===== src/rtl/fft_ctrl_pkg.sv =====
// Shared types and constants for the FFT frame controller and its output monitor.
package fft_ctrl_pkg;

  typedef enum logic [1:0] {
    IDLE      = 2'd0,
    RUN       = 2'd1,
    STOP_PEND = 2'd2
  } state_t;

  localparam logic [31:0] PTS_MIN = 32'd8;
  localparam logic [31:0] PTS_MAX = 32'd512;

  // A frame length is usable only if it is a single power of two inside the core's range.
  function automatic logic pts_valid(input logic [31:0] pts);
    return (pts >= PTS_MIN) && (pts <= PTS_MAX) && ((pts & (pts - 32'd1)) == 32'd0);
  endfunction

endpackage


===== src/rtl/fft_frame_mon.sv =====
// Watches the core's output stream: checks sop/eop placement and error codes,
// and counts completed output frames.
module fft_frame_mon
  import fft_ctrl_pkg::*;
#(
  parameter int PW = 10
) (
  input  logic          clk,
  input  logic          reset,
  input  logic          valid,
  input  logic          ready,
  input  logic          sop,
  input  logic          eop,
  input  logic [1:0]    error,
  input  logic [PW-1:0] fftpts,
  output logic          frame_err,
  output logic [15:0]   frames_done
);

  logic [PW-1:0] count_q, count_d;
  logic [PW-1:0] pts_q, pts_d;
  logic          frame_err_q, frame_err_d;
  logic [15:0]   frames_done_q, frames_done_d;
  logic          fire;
  logic          beat_bad;
  logic [PW-1:0] cur_pts;

  assign fire    = valid & ready;
  assign cur_pts = sop ? fftpts : pts_q;

  // A beat is wrong if sop or eop is present where it must not be, or absent where it must be.
  assign beat_bad = (sop != (count_q == '0)) ||
                    (eop != (count_q == cur_pts - PW'(1))) ||
                    (error != 2'b00);

  always_comb begin
    count_d       = count_q;
    pts_d         = pts_q;
    frame_err_d   = frame_err_q;
    frames_done_d = frames_done_q;
    if (fire) begin
      if (sop) begin
        pts_d = fftpts;
      end
      if (eop) begin
        count_d       = '0;
        frames_done_d = frames_done_q + 16'd1;
      end else if (sop) begin
        count_d = PW'(1);
      end else begin
        count_d = count_q + PW'(1);
      end
      if (beat_bad) begin
        frame_err_d = 1'b1;
      end
    end
  end

  always_ff @(posedge clk) begin
    if (reset) begin
      count_q       <= '0;
      pts_q         <= PW'(PTS_MIN);
      frame_err_q   <= 1'b0;
      frames_done_q <= 16'd0;
    end else begin
      count_q       <= count_d;
      pts_q         <= pts_d;
      frame_err_q   <= frame_err_d;
      frames_done_q <= frames_done_d;
    end
  end

  assign frame_err   = frame_err_q;
  assign frames_done = frames_done_q;

endmodule


===== src/rtl/fft_frame_ctrl.sv =====
// Frames a real-valued sample stream into an FFT core and passes its output
// downstream; frame length and direction only change on frame boundaries.
module fft_frame_ctrl
  import fft_ctrl_pkg::*;
#(
  parameter int DW = 16,
  parameter int PW = 10
) (
  input  logic          clk,
  input  logic          reset,
  input  logic          enable,
  input  logic [PW-1:0] cfg_pts,
  input  logic          cfg_inverse,
  input  logic          in_valid,
  output logic          in_ready,
  input  logic [DW-1:0] in_data,
  output logic          fft_sink_valid,
  input  logic          fft_sink_ready,
  output logic          fft_sink_sop,
  output logic          fft_sink_eop,
  output logic [DW-1:0] fft_sink_real,
  output logic [DW-1:0] fft_sink_imag,
  output logic [1:0]    fft_sink_error,
  output logic [PW-1:0] fft_fftpts_in,
  output logic          fft_inverse,
  input  logic          fft_source_valid,
  output logic          fft_source_ready,
  input  logic          fft_source_sop,
  input  logic          fft_source_eop,
  input  logic [1:0]    fft_source_error,
  input  logic [DW-1:0] fft_source_real,
  input  logic [DW-1:0] fft_source_imag,
  input  logic [PW-1:0] fft_fftpts_out,
  output logic          out_valid,
  output logic          out_sop,
  output logic          out_eop,
  input  logic          out_ready,
  output logic [DW-1:0] out_real,
  output logic [DW-1:0] out_imag,
  output logic          busy,
  output logic          cfg_err,
  output logic          frame_err,
  output logic [15:0]   frames_done
);

  state_t        state_q, state_d;
  logic [PW-1:0] count_q, count_d;
  logic [PW-1:0] shadow_pts_q, shadow_pts_d;
  logic          shadow_inv_q, shadow_inv_d;
  logic          cfg_err_q, cfg_err_d;
  logic          armed_q, armed_d;
  logic          active;
  logic          cfg_ok;
  logic          sink_fire;
  logic          sink_eop;

  assign active    = (state_q != IDLE);
  assign cfg_ok    = pts_valid(32'(cfg_pts));
  assign sink_fire = in_valid & fft_sink_ready & active;
  assign sink_eop  = (count_q == shadow_pts_q - PW'(1));

  assign fft_sink_valid = in_valid & active;
  assign in_ready       = fft_sink_ready & active;
  assign fft_sink_sop   = (count_q == '0);
  assign fft_sink_eop   = sink_eop;
  assign fft_sink_real  = in_data;
  assign fft_sink_imag  = '0;
  assign fft_sink_error = 2'b00;
  assign fft_fftpts_in  = shadow_pts_q;
  assign fft_inverse    = shadow_inv_q;
  assign busy           = active;
  assign cfg_err        = cfg_err_q;

  // armed_q lets a rejected config report only once until enable drops and rises again.
  always_comb begin
    state_d      = state_q;
    count_d      = count_q;
    shadow_pts_d = shadow_pts_q;
    shadow_inv_d = shadow_inv_q;
    cfg_err_d    = 1'b0;
    armed_d      = enable ? armed_q : 1'b1;
    case (state_q)
      IDLE: begin
        if (enable) begin
          armed_d = 1'b0;
          if (cfg_ok) begin
            state_d      = RUN;
            count_d      = '0;
            shadow_pts_d = cfg_pts;
            shadow_inv_d = cfg_inverse;
          end else if (armed_q) begin
            cfg_err_d = 1'b1;
          end
        end
      end
      default: begin
        if (sink_fire) begin
          if (sink_eop) begin
            count_d = '0;
            if (cfg_ok) begin
              shadow_pts_d = cfg_pts;
              shadow_inv_d = cfg_inverse;
            end else begin
              cfg_err_d = 1'b1;
            end
          end else begin
            count_d = count_q + PW'(1);
          end
        end
        // Stopping waits for the running frame to close; a fresh boundary stops at once.
        if (enable) begin
          state_d = RUN;
        end else if (count_d != '0) begin
          state_d = STOP_PEND;
        end else begin
          state_d = IDLE;
        end
      end
    endcase
  end

  always_ff @(posedge clk) begin
    if (reset) begin
      state_q      <= IDLE;
      count_q      <= '0;
      shadow_pts_q <= PW'(PTS_MIN);
      shadow_inv_q <= 1'b0;
      cfg_err_q    <= 1'b0;
      armed_q      <= 1'b1;
    end else begin
      state_q      <= state_d;
      count_q      <= count_d;
      shadow_pts_q <= shadow_pts_d;
      shadow_inv_q <= shadow_inv_d;
      cfg_err_q    <= cfg_err_d;
      armed_q      <= armed_d;
    end
  end

  assign out_valid        = fft_source_valid;
  assign out_sop          = fft_source_sop;
  assign out_eop          = fft_source_eop;
  assign out_real         = fft_source_real;
  assign out_imag         = fft_source_imag;
  assign fft_source_ready = out_ready;

  fft_frame_mon #(
    .PW(PW)
  ) u_mon (
    .clk        (clk),
    .reset      (reset),
    .valid      (fft_source_valid),
    .ready      (out_ready),
    .sop        (fft_source_sop),
    .eop        (fft_source_eop),
    .error      (fft_source_error),
    .fftpts     (fft_fftpts_out),
    .frame_err  (frame_err),
    .frames_done(frames_done)
  );

endmodule

===== config.mk =====
export PLATFORM = sky130hd
export DESIGN_NAME = fft_frame_ctrl
export DESIGN_NICKNAME = d
export VERILOG_FILES = /design/src/rtl/fft_ctrl_pkg.sv /design/src/rtl/fft_frame_mon.sv /design/src/rtl/fft_frame_ctrl.sv
export SDC_FILE = /design/constraint.sdc
export NUM_CORES = 1
export LEC_CHECK = 0
export ABC_AREA = 1
export CAP_MARGIN = 30
export CORE_MARGIN = 1
export CORE_UTILIZATION = 44
export DETAILED_ROUTE_END_ITERATION = 7
export PLACE_DENSITY_LB_ADDON = 0.15
export SLEW_MARGIN = 40
export SYNTH_ARGS = -nofsm -noshare
export SYNTH_HDL_FRONTEND = slang
export SYNTH_SLANG_ARGS = --single-unit

===== constraint.sdc =====
create_clock -name clk -period 3 [get_ports clk]
set_clock_uncertainty 0.1 [all_clocks]
set_input_delay 0.3 -clock clk [delete_from_list [all_inputs] [get_ports clk]]
set_output_delay 0.3 -clock clk [all_outputs]
set_load 0.01 [all_outputs]

==> results.txt <==
----------------------------------------------------
[Layout]
  Most common cell after layout, fill and taps aside ... sky130_fd_sc_hd__nand2_1
  Synthesis-to-layout area growth ... 14.07%
  Most frequent cells in the layout ... 157 x sky130_fd_sc_hd__nand2_1, 83 x sky130_fd_sc_hd__inv_1, 71 x sky130_fd_sc_hd__nor2_1, 68 x sky130_fd_sc_hd__clkdlybuf4s50_1, 61 x sky130_fd_sc_hd__dfxtp_1
  Share of cells above drive strength 1 ... 0.07459
  Post-route core utilization ... 0.5206
  N_diodes ... 0
  Nets@finish ... 806
  Total non-filler cell area in the finished layout ... 5112 sq um

[Yosys]
  Gate Count Post-Synth ... 697
  Count of different cell masters after synthesis ... 45
  Total of warnings raised by yosys ... 0
  Sequential fraction of the synthesis area ... 0.2769
  Number of enable flip-flop cells after synthesis ... 0
  Prevailing post-synth register cell ... sky130_fd_sc_hd__dfxtp_1
  Flops & latches, synth ... 62
  Synth Cell Area ... about 4500 sq um
  Share of flip-flops with an asynchronous set or reset ... 0
  Avg Inst Size Synth ... 6.430 sq um

[Timing]
  Relative max-transition margin ... 0.5746
  Final setup TNS ... 0 ns
  Unrepaired setup endpoints after global routing ... false
  Hold_ws ... between 0.3 and 0.4 ns
  Period utilization ... 0.8578
  Shortest clock period the worst path allows after layout ... 2.573 ns
  Final-report max-slew violation count ... 0
  Final setup vio count ... 0
  Highest clock frequency the design can meet ... 0.3886 GHz
  Slew at the pin closest to its max-slew limit ... 0.6362 ns
  Count of endpoints failing hold in the final timing report ... 0

[Clock tree]
  Deepest clock path buffer count ... 2
  Total clock buffers created by CTS ... 9
  Clock network latency to the later pin of the worst-skew pair ... 0.35 ns
  Hold-fix buffers at CTS ... 0
  CTS tree ... yes
  Root buffer cell ... sky130_fd_sc_hd__clkbuf_8
  H-Tree Level Count ... 3
  CTS clk-pin slew, worst paths ... approximately 0.07 ns
  Clock Sink Count ... between 60 and 70

[Routing]
  Vias per cell ... just under 5
  DRC marker count from the first detailed-route iteration ... 208
  Number of nets with antenna violations after routing ... 0
  Total routed wirelength ... about 11,000 um
  DRC violations left ... 0
  Routed length per instance ... 12.80 um
  Iteration count of the initial detailed-routing pass ... 6
  Number of vias after detailed routing ... 4,248

[Critical path]
  Arrival time at the worst endpoint ... 2.17 ns
  Most used cell along the critical path ... sky130_fd_sc_hd__inv_1
  Worst Path Max Fanout ... 4
  Reg2Reg Depth ... 15
  Cell breakdown of the critical path ... inv_1, ha_1, nand2_1, inv_1, nor2_1, o21ai_1, a21o_1, nor2_1, nand3_1, nor2_2, nand2_2, inv_1, dlymetal6s2s_1
  Worst Path Required ... 2.60 ns
  Register-to-Register Setup Slack ... 0.48 ns
  CP peak stage delay ... roughly 0.37 ns
  Crit start category ... register
  Kind of critical path ... register to output port
  Worst setup EP type ... output port
  Standard cell with the maximum stage delay on the critical path ... sky130_fd_sc_hd__dfxtp_2
  Capture instance of the worst register-to-register path ... fft_fftpts_in[7]
  Crit Reg-Reg Startpoint ... fft_fftpts_in[0]

[Pwr]
  Power consumption ... 1997 uW
  IR drop worst, VDD ... between 0.0002 and 0.00025 V
  Power density over the cells ... 390.6 nW/um^2
  Static Leakage ... about 0.0022 uW

[Placement]
  Count of port buffers added during placement ... just under 70
  Last weighted congestion value of the routability-driven placer ... 0.9105
  Detailed Place HPWL ... 8358 um
  Area after detailed placement ... ~4900 sq um

[Die]
  Die area ... 10,590 sq um
  Number of placed I/O pins ... 184
  Horizontal die dimension ... 102.9 um
  Initial standard-cell utilization of the core ... 0.4564
  Overall die height ... 102.9 um
  Std-Cell Core Area ... ~9800 sq um
  Cell row count ... 36

[Outcome]
  Result of the run ... complete, no violations

[Min path]
  Hold crit path type ... register to register
  Hold path endpoint ... armed_q
  Launch instance of the worst min-delay path ... armed_q
  Hold Crit Depth ... 2

[GRT]
  Total gr overflow ... 0
  Number of global-route vias before repair ... ~3,700
  Number of antenna violations at the first check in global routing ... 0
  Wire length of the first global-routing pass ... 17,600 um
  Global Route Usage Sum ... 0.2133
  Maximum number of pins on one net before global-route repair ... 27

[Flow run]
  Max-cap violation count ... 0

----------------------------------------------------
-- what timing repair did --
item / CTS / global route
endpoints found under the hold margin: 0 / 0
setup endpoints to repair: 1 / 1
gates cloned: 0 / 0
buffers inserted: 0 / 0
resized for setup: 1 / 1
-- per-layer routing --
layer  wire (um)  track usage
met1        5177       0.2760
met5           0            0
met3         512      0.03661
met2        5003       0.3441
met4         275       0.1018
-- power by group --
group | internal (uW) | switching [uW] | total (uW) | leakage, uW
Clock | 552 | 340 | 892 | 0.000115
Combinational | 105 | 152 | 257 | 0.00159
Sequential | 837 | 10.5 | 848 | 0.000503
-- final cells by class --
| cell class | instances | area (sq um) |
|---|---|---|
| tap | 133 | 166.4 |
| timing repair buffer | 79 | 768.2 |
| inverter | 91 | 341.6 |
| clock buffer | 12 | 135.1 |
| clock inverter | 4 | 95.09 |
| sequential | 62 | 1242 |
| fill | 1004 | 4707 |
| multi-input combinational | 476 | 2364 |
-- worst max-delay path: cells and delay by family (launching register included) --
family	cells	cell delay [ns]
compound gates	2	0.25
simple gates	6	0.57
flops	1	0.37
buf+inv	4	0.33
fa+ha+maj	1	0.32
-- registers in the layout, indices dropped and copies added, names as in the netlist --
register / count
fft_fftpts_in: 10
count_q: 10
u_mon.pts_q: 10
u_mon.count_q: 10
armed_q: 1
state_q: 2
u_mon.frames_done: 16
u_mon.frame_err: 1
fft_inverse: 1
cfg_err: 1
-- cells by family (layout without fill, tap and decap cells) --
group                    count (synthesis)  after routing  synth area share
buffers and inverters                  176            186            0.2099
AO/OA/AOI/OAI                          101            101            0.1254
XOR/XNOR                                26             26           0.05081
flip-flops                              62             62            0.2769
AND/OR/NAND/NOR                        324            324            0.3166
other                                    1             18         0.0008367
adder cells (fa/ha/maj)                  7              7           0.01954
-- how the worst max path moves through the flow --
| stage | slack [ns] | to | from |
|---|---|---|---|
| after floorplan | 0.70 | fft_fftpts_in[3] | fft_fftpts_in[0] |
| after global placement | 0.21 | fft_fftpts_in[8] | cfg_pts[8] |
| after detailed placement | 0.20 | fft_inverse | cfg_pts[8] |
| after CTS | 0.04 | fft_sink_eop | fft_fftpts_in[0] |
| after global routing | 0.23 | fft_sink_eop | fft_fftpts_in[0] |
| final | 0.43 | fft_sink_eop | fft_fftpts_in[0] |
-- cells in the mapped netlist, types with 7 or more instances --
cell,n,area share
sky130_fd_sc_hd__buf_4,71,0.12
sky130_fd_sc_hd__o21ai_1,7,0.0078
sky130_fd_sc_hd__o21ai_0,34,0.038
sky130_fd_sc_hd__a21oi_1,43,0.048
sky130_fd_sc_hd__inv_2,8,0.0067
sky130_fd_sc_hd__ha_1,7,0.020
sky130_fd_sc_hd__inv_1,83,0.070
sky130_fd_sc_hd__nand4_1,9,0.013
sky130_fd_sc_hd__nor2_1,71,0.059
sky130_fd_sc_hd__nor3_1,12,0.013
sky130_fd_sc_hd__xor2_1,22,0.043
sky130_fd_sc_hd__dfxtp_1,62,0.28
sky130_fd_sc_hd__nand3_1,50,0.056
sky130_fd_sc_hd__nand2_1,157,0.13
-- metrics by stage --
stage | instances | worst slack (ns)
6_report | 857 | 0.4265
3_3_place_gp | 841 | 0.2057
2_1_floorplan | 714 | 0.7002
4_1_cts | 857 | 0.03501
3_5_place_dp | 841 | 0.1964
5_1_grt | 857 | 0.2288
Power figures use the tool's default switching activity.
